===== config.mk =====
export PLATFORM = sky130hd
export DESIGN_NAME = gesture_cmd_filter
export DESIGN_NICKNAME = d
export VERILOG_FILES = /design/src/rtl/gesture_cmd_filter.sv
export SDC_FILE = /design/constraint.sdc
export NUM_CORES = 1
export LEC_CHECK = 0
export ABC_CLOCK_PERIOD_IN_PS = 3800
export BUFFER_PORTS_ARGS = -buffer_cell sky130_fd_sc_hd__buf_2
export CORE_UTILIZATION = 45
export DETAILED_ROUTE_END_ITERATION = 6
export PLACE_DENSITY_LB_ADDON = 0.25
export SETUP_SLACK_MARGIN = 0.15
export SKIP_LAST_GASP = 1
export SYNTH_ARGS = -nofsm -noshare
export SYNTH_HDL_FRONTEND = slang
export SYNTH_SLANG_ARGS = --single-unit
export TNS_END_PERCENT = 5

===== constraint.sdc =====
create_clock -name clk_in -period 3.8 [get_ports clk_in]
set_input_delay 0.76 -clock clk_in [delete_from_list [all_inputs] [get_ports clk_in]]
set_output_delay 0.76 -clock clk_in [all_outputs]
set_load 0.1 [all_outputs]

===== src/rtl/gesture_cmd_filter.sv =====
// Debounce and auto-repeat filter for per-frame gesture directions.
// Turns a one-direction-per-frame stream into single-cycle command pulses.
module gesture_cmd_filter #(
    parameter int STABLE_FRAMES  = 4,
    parameter int REPEAT_DELAY   = 30,
    parameter int REPEAT_RATE    = 10,
    parameter int TIMEOUT_CYCLES = 2_000_000
) (
    input  logic       clk_in,
    input  logic       rst_in,
    input  logic       enable_in,
    input  logic [1:0] dir_in,
    input  logic       valid_in,
    output logic [1:0] cmd_out,
    output logic       cmd_valid_out,
    output logic       repeat_out,
    output logic [1:0] state_out
);

    localparam int WD_W = $clog2(TIMEOUT_CYCLES + 1);
    localparam logic [WD_W-1:0] WD_MAX = WD_W'(TIMEOUT_CYCLES - 1);
    localparam logic [WD_W-1:0] WD_PRE = WD_W'(TIMEOUT_CYCLES - 2);
    localparam logic [7:0] STABLE_C = 8'(STABLE_FRAMES);
    localparam logic [7:0] DELAY_C  = 8'(REPEAT_DELAY);
    localparam logic [7:0] RATE_C   = 8'(REPEAT_RATE);

    typedef enum logic [1:0] {
        ST_IDLE   = 2'b00,
        ST_ARMING = 2'b01,
        ST_HOLD   = 2'b10,
        ST_REPEAT = 2'b11
    } state_t;

    state_t          state_r;
    state_t          state_nxt_s;
    logic [1:0]      cand_r;
    logic [1:0]      cand_nxt_s;
    logic [7:0]      frame_cnt_r;
    logic [7:0]      frame_nxt_s;
    logic [7:0]      frame_inc_s;
    logic [WD_W-1:0] wd_cnt_r;
    logic [WD_W-1:0] wd_nxt_s;
    logic            timeout_s;
    logic            start_s;
    logic            fire_s;
    logic [1:0]      cmd_r;
    logic [1:0]      cmd_nxt_s;
    logic            cmd_valid_r;
    logic            repeat_r;
    logic [1:0]      state_out_r;

    function automatic logic [7:0] sat_inc(input logic [7:0] v);
        if (v == 8'd255) begin
            return 8'd255;
        end else begin
            return v + 8'd1;
        end
    endfunction

    // Next-state, counter and pulse decision for the filter
    always_comb begin
        state_nxt_s = state_r;
        cand_nxt_s  = cand_r;
        frame_nxt_s = frame_cnt_r;
        frame_inc_s = sat_inc(frame_cnt_r);
        start_s     = 1'b0;
        fire_s      = 1'b0;
        timeout_s   = (wd_cnt_r >= WD_PRE) && (state_r != ST_IDLE);

        if (valid_in) begin
            wd_nxt_s = {WD_W{1'b0}};
        end else if (wd_cnt_r >= WD_MAX) begin
            wd_nxt_s = WD_MAX;
        end else begin
            wd_nxt_s = wd_cnt_r + WD_W'(1);
        end

        if (!enable_in) begin
            state_nxt_s = ST_IDLE;
            frame_nxt_s = 8'd0;
        end else if (valid_in) begin
            case (state_r)
                ST_IDLE: begin
                    start_s = 1'b1;
                end
                ST_ARMING: begin
                    if (dir_in != cand_r) begin
                        start_s = 1'b1;
                    end else if (frame_inc_s == STABLE_C) begin
                        fire_s      = 1'b1;
                        state_nxt_s = ST_HOLD;
                        frame_nxt_s = 8'd0;
                    end else begin
                        frame_nxt_s = frame_inc_s;
                    end
                end
                ST_HOLD: begin
                    if (dir_in != cand_r) begin
                        start_s = 1'b1;
                    end else if (frame_inc_s == DELAY_C) begin
                        fire_s      = 1'b1;
                        state_nxt_s = ST_REPEAT;
                        frame_nxt_s = 8'd0;
                    end else begin
                        frame_nxt_s = frame_inc_s;
                    end
                end
                ST_REPEAT: begin
                    if (dir_in != cand_r) begin
                        start_s = 1'b1;
                    end else if (frame_inc_s == RATE_C) begin
                        fire_s      = 1'b1;
                        frame_nxt_s = 8'd0;
                    end else begin
                        frame_nxt_s = frame_inc_s;
                    end
                end
                default: begin
                    state_nxt_s = ST_IDLE;
                    frame_nxt_s = 8'd0;
                end
            endcase

            // A new candidate either fires at once (single-frame debounce) or starts arming
            if (start_s) begin
                cand_nxt_s = dir_in;
                if (STABLE_C == 8'd1) begin
                    fire_s      = 1'b1;
                    state_nxt_s = ST_HOLD;
                    frame_nxt_s = 8'd0;
                end else begin
                    state_nxt_s = ST_ARMING;
                    frame_nxt_s = 8'd1;
                end
            end else begin
                cand_nxt_s = cand_r;
            end
        end else if (timeout_s) begin
            state_nxt_s = ST_IDLE;
            frame_nxt_s = 8'd0;
        end else begin
            state_nxt_s = state_r;
        end

        if (fire_s) begin
            cmd_nxt_s = cand_nxt_s;
        end else begin
            cmd_nxt_s = cmd_r;
        end
    end

    // State, counters and registered outputs
    always_ff @(posedge clk_in or posedge rst_in) begin
        if (rst_in) begin
            state_r     <= ST_IDLE;
            cand_r      <= 2'b00;
            frame_cnt_r <= 8'd0;
            wd_cnt_r    <= {WD_W{1'b0}};
            cmd_r       <= 2'b00;
            cmd_valid_r <= 1'b0;
            repeat_r    <= 1'b0;
            state_out_r <= 2'b00;
        end else begin
            state_r     <= state_nxt_s;
            cand_r      <= cand_nxt_s;
            frame_cnt_r <= frame_nxt_s;
            wd_cnt_r    <= wd_nxt_s;
            cmd_r       <= cmd_nxt_s;
            cmd_valid_r <= fire_s;
            repeat_r    <= (state_nxt_s == ST_REPEAT);
            state_out_r <= state_nxt_s;
        end
    end

    assign cmd_out       = cmd_r;
    assign cmd_valid_out = cmd_valid_r;
    assign repeat_out    = repeat_r;
    assign state_out     = state_out_r;

endmodule


==> results of run 1 <==
-- cell families (layout without fill, tap and decap cells) --
kind of cell | count (synthesis) | after routing | synth area share [%]
xor+xnor | 20 | 20 | 7.68
compound gates | 63 | 63 | 19.0
fa+ha+maj | 8 | 8 | 4.39
simple gates | 98 | 98 | 22.8
buf+inv | 19 | 31 | 3.18
flops | 37 | 37 | 40.6
mux | 5 | 5 | 2.41
-- power groups by stage --
stage,registers [mW],clock network (mW),logic [mW]
final,0.410,0.271,0.0719
after global routing,0.411,0.295,0.0816
after CTS,0.410,0.278,0.0727
after detailed placement,0.417,0,0.0724
after global placement,0.418,0,0.0726
after floorplan,0.423,0,0.0483
-- worst min path at each step --
stage                 startpoint           end  depth (start not counted)  slack [ps]
floorplan           wd_cnt_r[20]  wd_cnt_r[20]                          2         470
global placement      cmd_out[0]    cmd_out[0]                          1         480
detailed placement    cmd_out[0]    cmd_out[0]                          1         500
CTS                   cmd_out[0]    cmd_out[0]                          1         520
global route          cmd_out[0]    cmd_out[0]                          1         530
finish                cmd_out[1]    cmd_out[1]                          1         510
-- layer usage --
layer  part of all wire [%]  track usage [%]  vias to the layer above
li1                       -                -                      941
met1                     48             27.4                      891
met3                    3.2             4.01                        9
met4                    1.8             7.41                        0
met5                      0                0                        -
met2                     47             31.8                       31
-- through the flow --
step | utilization, % | hold WS [ps]
2_1_floorplan | - | 466
3_3_place_gp | 50.3 | 483
3_5_place_dp | 50.3 | 497
4_1_cts | 52.0 | 515
5_1_grt | 52.0 | 532
6_report | 52.0 | 512
-- final cells by class --
class / instances / area (µm²) / share of cell area, %
Timing Repair Buffer: 14 / 77.6 / 3.12
Sequential cell: 37 / 926 / 37.2
Clock inverter: 1 / 8.76 / 0.352
Multi-Input combinational cell: 194 / 1280 / 51.6
Inverter: 10 / 37.5 / 1.51
Clock buffer: 6 / 72.6 / 2.91
Tap cell: 67 / 83.8 / 3.37
-- layout by cell type, fill, tap and decap left out, types with 6 or more instances in the layout --
master and count:
a21oi_1 27, buf_2 11, dfrtp_1 37, ha_1 8
inv_1 10, nand2_1 20, nand3_1 13, nand4_1 9
nor2_1 24, nor3_1 6, xor2_1 17
-- flip-flops by register name, summed over array words and instances (netlist names) --
| register | flops |
|---|---|
| cmd_out | 2 |
| cand_r | 2 |
| repeat_out | 1 |
| state_out | 2 |
| frame_cnt_r | 8 |
| cmd_valid_out | 1 |
| wd_cnt_r | 21 |
==> results.yml, run 1 <==
clocking:
  path_clk_slew_ps: 80
  cts-resized-gates: 0
  numCtsBuffers: 5
  clkSinkCount: 37
  clockBufferDepth: 2
  cts_hold_buf: 0
  htreeDepth: 2
  insertion_delay_ps: 290
  root_buffer: "clkbuf_8"
  postCtsSetupBuffers: 0
  cts_tree: "built"
global_routing:
  grt_pass1_wl_mm: 8.31
  antenna_found_initial: 0
  grt-ovfl-total: 0
  grt_start_max_net_pins: 38
  grt_util_all_layers_pct: 20.2
  grt_pass1_vias: 1734
finish:
  fillers: 462
  antenna_cells: 0
  design_area_um2: 2490
  nNetsFinal: 276
  fin_cells: 329
  area_delta_synth_final_pct: 9.10
  layout-drive-gt1-share_pct: 13.0
detailed_routing:
  ant_nets: 0
  detail_route.wirelength_mm: 4.77
  drt_iter0_markers: 117
  vias: 1872
  wl_per_cell_um: 14.5
  via_per_inst: 5.69
  drt_pre_antenna_iters: 5
  drc: 0
critical_path:
  cpPeakStageDelay_ps: 520
  startpoint_type: "flop"
  regToRegEndpoint: "repeat_out"
  r2r_slack_ps: 1200
  critical_path_class: "flop to flop"
  crit_start: "frame_cnt_r[0]"
  cp_top_family: "simple AND/OR/NAND/NOR gates"
  required_ps: 4020
  crit_buf_inv: 0
  worst_setup_path_end_kind: "flop"
  worstRegToRegCells: 7
  worstPathArrival_ps: 2820
  path_max_fanout: 12
  crit_chain: "ha_1, and3_1, nand2b_1, o211ai_1, or4b_1, a221o_1, a21boi_1"
  timing.rr.start: "frame_cnt_r[0]"
  slowest_stage: "or4b_1"
  crit_end: "repeat_out"
  worst-path-stages: 7
timing:
  period_share_pct: 68.5
  slew_headroom_pct: 64.4
  tns_ps: 0
  rsz0062_at_grt: "no"
  clock.fmax_mhz: 384
  period_minus_slack_ps: 2600
  hold_violations: 0
  setup_viol: 0
  worst_pin_slew_ps: 527
  drv_slew: 0
  fin_ws_ps: 1200
  fin_skew_ps: 7.13
yosys:
  syn_area_um2: 2280
  yosysWarnings: 0
  async_flop_share_pct: 100
  synth_flop_cell: "dfrtp_1"
  yosysUniqueCellTypes: 55
  syn-num-nets: 264
  synth_top_cell_by_area: "dfrtp_1"
  seq_area_frac_synth_pct: 40.6
  post-synth-top-count-cell: "dfrtp_1"
  synth_top_area_share_pct: 40.6
  synth_common_cells: "dfrtp_1 (37), a21oi_1 (27), nor2_1 (24)"
  syn_avg_cell_area_um2: 9.13
  syn_inst: 250
  ys_seq_elements: 37
  synth.area.top_cells: "dfrtp_1 (41%), xor2_1 (6.5%), a21oi_1 (5.9%), ha_1 (4.4%), nor2_1 (3.9%)"
  synth_edf_count: 0
place:
  dp_cells: 322
  dp_hpwl_mm: 3.43
  gp_congestion: 0.918
  placed_area_um2: 2410
  io_buffers: 11
  post-place-ws_ps: 1210
status:
  status: "finished clean"
power:
  p_seq_share_pct: 54.4
  power_density_nw_per_um2: 302
  p_comb_share_pct: 9.6
  clock_power_share_pct: 36.0
  total_power_mw: 0.752
  power.leakage_nw: 1.09
  ir_worst_vdd_mv: 0.235
  swShare_pct: 26.6
  p_switching_mw: 0.200
  power.internal_mw: 0.552
floorplan:
  num_io_pins: 12
  coreArea_um2: 4790
  num_rows: 25
  die_height_um: 73.2
  die_x_um: 73.2
  start_util_pct: 47.7
  die_area_um2: 5360
hold_path:
  min_path_type: "flop to flop"
run:
  max-cap-violations: 0
Note: power is estimated with default switching activity, not from simulation.
==> run 2, diff against run 1 <==
ABC_CLOCK_PERIOD_IN_PS = 2700   (was 3800)
clock period = 2.7 ns   (was 3.8 ns; I/O delays follow)
==> run 2 against run 1 <==
  * First-iteration DRC count grew 20%
  * Cell area grew 4.3%
  * Global-route usage grew 0.50 points
  * Sequential cell count is the same
  * Wire length grew 7.1%
  * Die area is the same
  * Clock power grew 120%
  * Via count grew 1.8%
  * Total power grew 69%
==> results.yml, run 2 (synthesis gave the netlist of run 1 again) <==
global_routing:
  grt_pass1_wl_mm: 8.43
  grt_util_all_layers_pct: 20.7
  grt_start_max_net_pins: 18
  antenna_found_initial: 0
  grt-ovfl-total: 0
  grt_pass1_vias: 1771
critical_path:
  regToRegEndpoint: "repeat_out"
  required_ps: 2920
  slowest_stage: "or4b_1"
  critical_path_class: "flop to flop"
  path_max_fanout: 5
  timing.rr.start: "frame_cnt_r[7]"
  worstPathArrival_ps: 2650
  worstRegToRegCells: 6
  crit_chain: "or3b_4, a311oi_2, o211ai_1, or4b_1, a221o_1, a21boi_1"
  r2r_slack_ps: 270
  cpPeakStageDelay_ps: 530
  worst_setup_path_end_kind: "flop"
  startpoint_type: "flop"
power:
  ir_worst_vdd_mv: 0.296
  power.leakage_nw: 1.14
  power_density_nw_per_um2: 490
timing:
  setup_viol: 0
  period_minus_slack_ps: 2430
  slew_headroom_pct: 63.0
  clock.fmax_mhz: 411
  hold_violations: 0
  worst_pin_slew_ps: 547
  drv_slew: 0
  period_share_pct: 90.1
  fin_skew_ps: 4.43
  rsz0062_at_grt: "yes"
  tns_ps: 0
detailed_routing:
  wl_per_cell_um: 15.2
  detail_route.wirelength_mm: 5.11
  via_per_inst: 5.69
  ant_nets: 0
  drc: 0
  vias: 1905
  drt_iter0_markers: 140
  drt_pre_antenna_iters: 4
finish:
  layout_commonest_cell: "dfrtp_1"
  antenna_cells: 0
  area_delta_synth_final_pct: 13.8
  design_area_um2: 2600
  largest_register_ff_count: 21
  reg_top3: "wd_cnt_r (21), frame_cnt_r (8)"
  layout-drive-gt1-share_pct: 17.2
  nNetsFinal: 281
  largest-register: "wd_cnt_r"
  fin_cells: 335
  fillers: 437
  layout_common_cells: "dfrtp_1 (34), a21oi_1 (27), nor2_1 (24)"
clocking:
  htreeDepth: 2
  root_buffer: "clkbuf_8"
  clockBufferDepth: 2
  insertion_delay_ps: 290
  cts_tree: "built"
  numCtsBuffers: 5
  path_clk_slew_ps: 80
  postCtsSetupBuffers: 0
  clkSinkCount: 37
hold_path:
  min_path_type: "primary input to asynchronous set/reset pin"
run:
  max-cap-violations: 0
place:
  dp_cells: 327
  io_buffers: 11
  gp_congestion: 0.969
  placed_area_um2: 2450
  dp_hpwl_mm: 3.72
floorplan:
  die_height_um: 73.2
  coreArea_um2: 4790
  die_x_um: 73.2
  start_util_pct: 47.7
  num_io_pins: 12
  die_area_um2: 5360
  num_rows: 25
status:
  status: "finished clean"
run 2: changes by cell type in the layout (fill, tap and decap cells not counted):
cell / delta
o311ai_1: -1
o311ai_2: +1
dfrtp_2: +3
buf_4: +5
dfrtp_1: -3
nand2b_2: +1
bufinv_16: +2
inv_6: +1
clkinv_4: -1
clkbuf_1: -1
nand2b_1: -1
run 2: cell type report:
type / instances / area [µm²] / area share, %
clock inverter: 3 / 68.8 / 2.65
clock buffer: 5 / 68.8 / 2.65
sequential: 37 / 930 / 35.8
inverter: 10 / 37.5 / 1.45
multi-input combinational: 194 / 1290 / 49.8
tap: 67 / 83.8 / 3.23
timing repair buffer: 19 / 115 / 4.43
run 2: worst max path at each step:
stage / from / end / slack [ps] / depth (start not counted)
6_report: frame_cnt_r[7] / repeat_out / 270 / 6
5_1_grt: frame_cnt_r[1] / repeat_out / 150 / 8
4_1_cts: frame_cnt_r[0] / repeat_out / 240 / 6
3_5_place_dp: frame_cnt_r[0] / repeat_out / 250 / 6
3_3_place_gp: frame_cnt_r[0] / repeat_out / 290 / 6
2_1_floorplan: state_out[0] / frame_cnt_r[6] / 300 / 8
run 2: timing repair:
action,CTS,global route
hold endpoints to repair,0,0
hold buffers,0,0
endpoints found under the setup margin,0,5
resized for setup,0,3
run 2: per-stage QoR:
step | hold slack, ps | total power [mW] | worst slack [ps] | utilization [%]
after floorplan | 466 | 0.663 | 297 | -
after global placement | 484 | 0.693 | 294 | 51.2
after detailed placement | 492 | 0.695 | 252 | 51.2
after CTS | 291 | 1.28 | 240 | 54.0
after global routing | 319 | 1.32 | 149 | 54.3
final | 281 | 1.27 | 268 | 54.3
run 2: worst max-delay path, delay by kind of cell, from the launching register on:
kind / cells / cell delay, ps
AO/OA/AOI/OAI: 4 / 960
AND/OR/NAND/NOR: 2 / 970
flip-flops: 1 / 430
run 2: layer usage:
layer / vias up / wire (µm) / share of wire (%) / global-route usage, %
met5: - / 0 / 0 / 0
met4: 0 / 45 / 0.88 / 6.54
met3: 4 / 176 / 3.4 / 3.73
met2: 43 / 2230 / 44 / 31.0
met1: 905 / 2650 / 52 / 30.1
li1: 953 / - / - / -
run 2: report_power, final:
group          total (mW)  switching, mW  leakage (nW)  internal (mW)
Clock               0.587          0.215        0.0687          0.372
Sequential          0.577         0.0128         0.504          0.565
Combinational       0.108         0.0709         0.568         0.0376
==> run 3, diff against run 2 <==
CORE_ASPECT_RATIO = 2   (was unset)
==> run 3 against run 2 <==
  * First-iteration DRC count fell by 59%
  * Sequential share of layout area rose by 0.18 points
  * Register-to-register slack got worse by 20 ps
  * Sequential cell count did not move
  * Die area rose by 0.32%
  * Clock power barely moved
==> results.yml, run 3 (synthesis gave the netlist of run 1 again) <==
place:
  io_buffers: 11
  dp_hpwl_mm: 4.43
  gp_congestion: 0.962
  post-place-ws_ps: 262
global_routing:
  grt_pass1_wl_mm: 9.41
  antenna_found_initial: 0
  grt_pass1_vias: 2046
  grt-ovfl-total: 0
  grt_start_max_net_pins: 38
  grt_util_all_layers_pct: 24.0
clocking:
  root_buffer: "clkbuf_8"
  path_clk_slew_ps: 90
  clockBufferDepth: 2
  cts_hold_buf: 0
  numCtsBuffers: 5
  cts_tree: "built"
  clkSinkCount: 37
  postCtsSetupBuffers: 0
  cts-resized-gates: 0
  insertion_delay_ps: 290
  htreeDepth: 2
finish:
  area_delta_synth_final_pct: 13.1
  nNetsFinal: 281
  layout_commonest_cell: "dfrtp_1"
  layout-drive-gt1-share_pct: 16.4
  antenna_cells: 0
  layout_common_cells: "dfrtp_1 (35), a21oi_1 (27), nor2_1 (24)"
  largest-register: "wd_cnt_r"
  reg_top3: "wd_cnt_r (21), frame_cnt_r (8)"
  largest_register_ff_count: 21
detailed_routing:
  met1_length_mm: 2.01
  drt_pre_antenna_iters: 4
  routed.top_layer: "met4"
  ant_nets: 0
  wl_per_cell_um: 18.0
  drc: 0
  dr_wl_met2_mm: 3.44
  met3_length_um: 123
  detail_route.wirelength_mm: 5.84
  via_per_inst: 6.18
  vias: 2009
  drt_iter0_markers: 57
critical_path:
  worst_setup_path_end_kind: "flop"
  worstPathArrival_ps: 2670
  critical_path_class: "flop to flop"
  startpoint_type: "flop"
  path_max_fanout: 9
  required_ps: 2920
  r2r_slack_ps: 250
power:
  power_density_nw_per_um2: 492
  ir_worst_vdd_mv: 0.571
  power.leakage_nw: 1.14
timing:
  fin_skew_ps: 9.76
  tns_ps: 0
  clock.fmax_mhz: 408
  worst_pin_slew_ps: 510
  hold_violations: 0
  slew_headroom_pct: 65.6
  rsz0062_at_grt: "yes"
  period_minus_slack_ps: 2450
  fin_ws_ps: 251
  drv_slew: 0
  setup_viol: 0
  period_share_pct: 90.7
floorplan:
  start_util_pct: 46.9
  die_x_um: 52.4
  num_rows: 36
  coreArea_um2: 4860
  die_height_um: 103
  die_area_um2: 5380
  num_io_pins: 12
run:
  max-cap-violations: 0
status:
  status: "finished clean"
hold_path:
  min_path_type: "primary input to asynchronous set/reset pin"
run 3: worst max-delay path, stage by stage (launching register included):
cell      delay [ps]
dfrtp_1          480
or3b_4           440
a311oi_2         330
o211ai_1         150
or4b_1           520
a221o_1          340
a21boi_1         120
run 3: final timing paths:
check                               startpoint              to  cells after the start
worst max-delay path            frame_cnt_r[0]      repeat_out                      6
worst min-delay path                    rst_in  frame_cnt_r[3]                      3
worst max register to register  frame_cnt_r[0]      repeat_out                      6
worst min register to register      cmd_out[1]      cmd_out[1]                      1
max in group asynchronous               rst_in    state_out[0]                      3
min in group clk_in                 cmd_out[1]      cmd_out[1]                      1
run 3: layer usage:
metal / GRT usage, % / up-vias
met5: 0 / -
met2: 47.2 / 51
met4: 14.2 / 0
met1: 21.5 / 984
li1: - / 953
met3: 3.24 / 21
run 3: cell type report:
| cell class | count | area (µm²) |
|---|---|---|
| repair buffers | 19 | 115 |
| well taps | 57 | 71.3 |
| inverters | 10 | 37.5 |
| multi-input cells | 194 | 1290 |
| flip-flops and latches | 37 | 928 |
| clock buffers | 5 | 68.8 |
| clock inverters | 3 | 68.8 |
| fillers | 467 | 2280 |
run 3: stage by stage:
stage                     instance area [µm²]  utilization [%]  power, mW  hold slack (ps)  cells
after detailed placement                 2440             50.1      0.692              504    317
final                                    2580             53.1       1.27              344    325
after global placement                   2440             50.1      0.691              479    317
after CTS                                2570             52.9       1.28              356    325
after global routing                     2580             53.1       1.31              408    325
after floorplan                          2280                -      0.663              466    250
run 3: where the power goes:
group	leakage [nW]	internal (mW)	switching, mW	total (mW)
sequential	0.505	0.564	0.0123	0.577
clock	0.0687	0.372	0.215	0.587
combinational	0.567	0.0349	0.0706	0.105
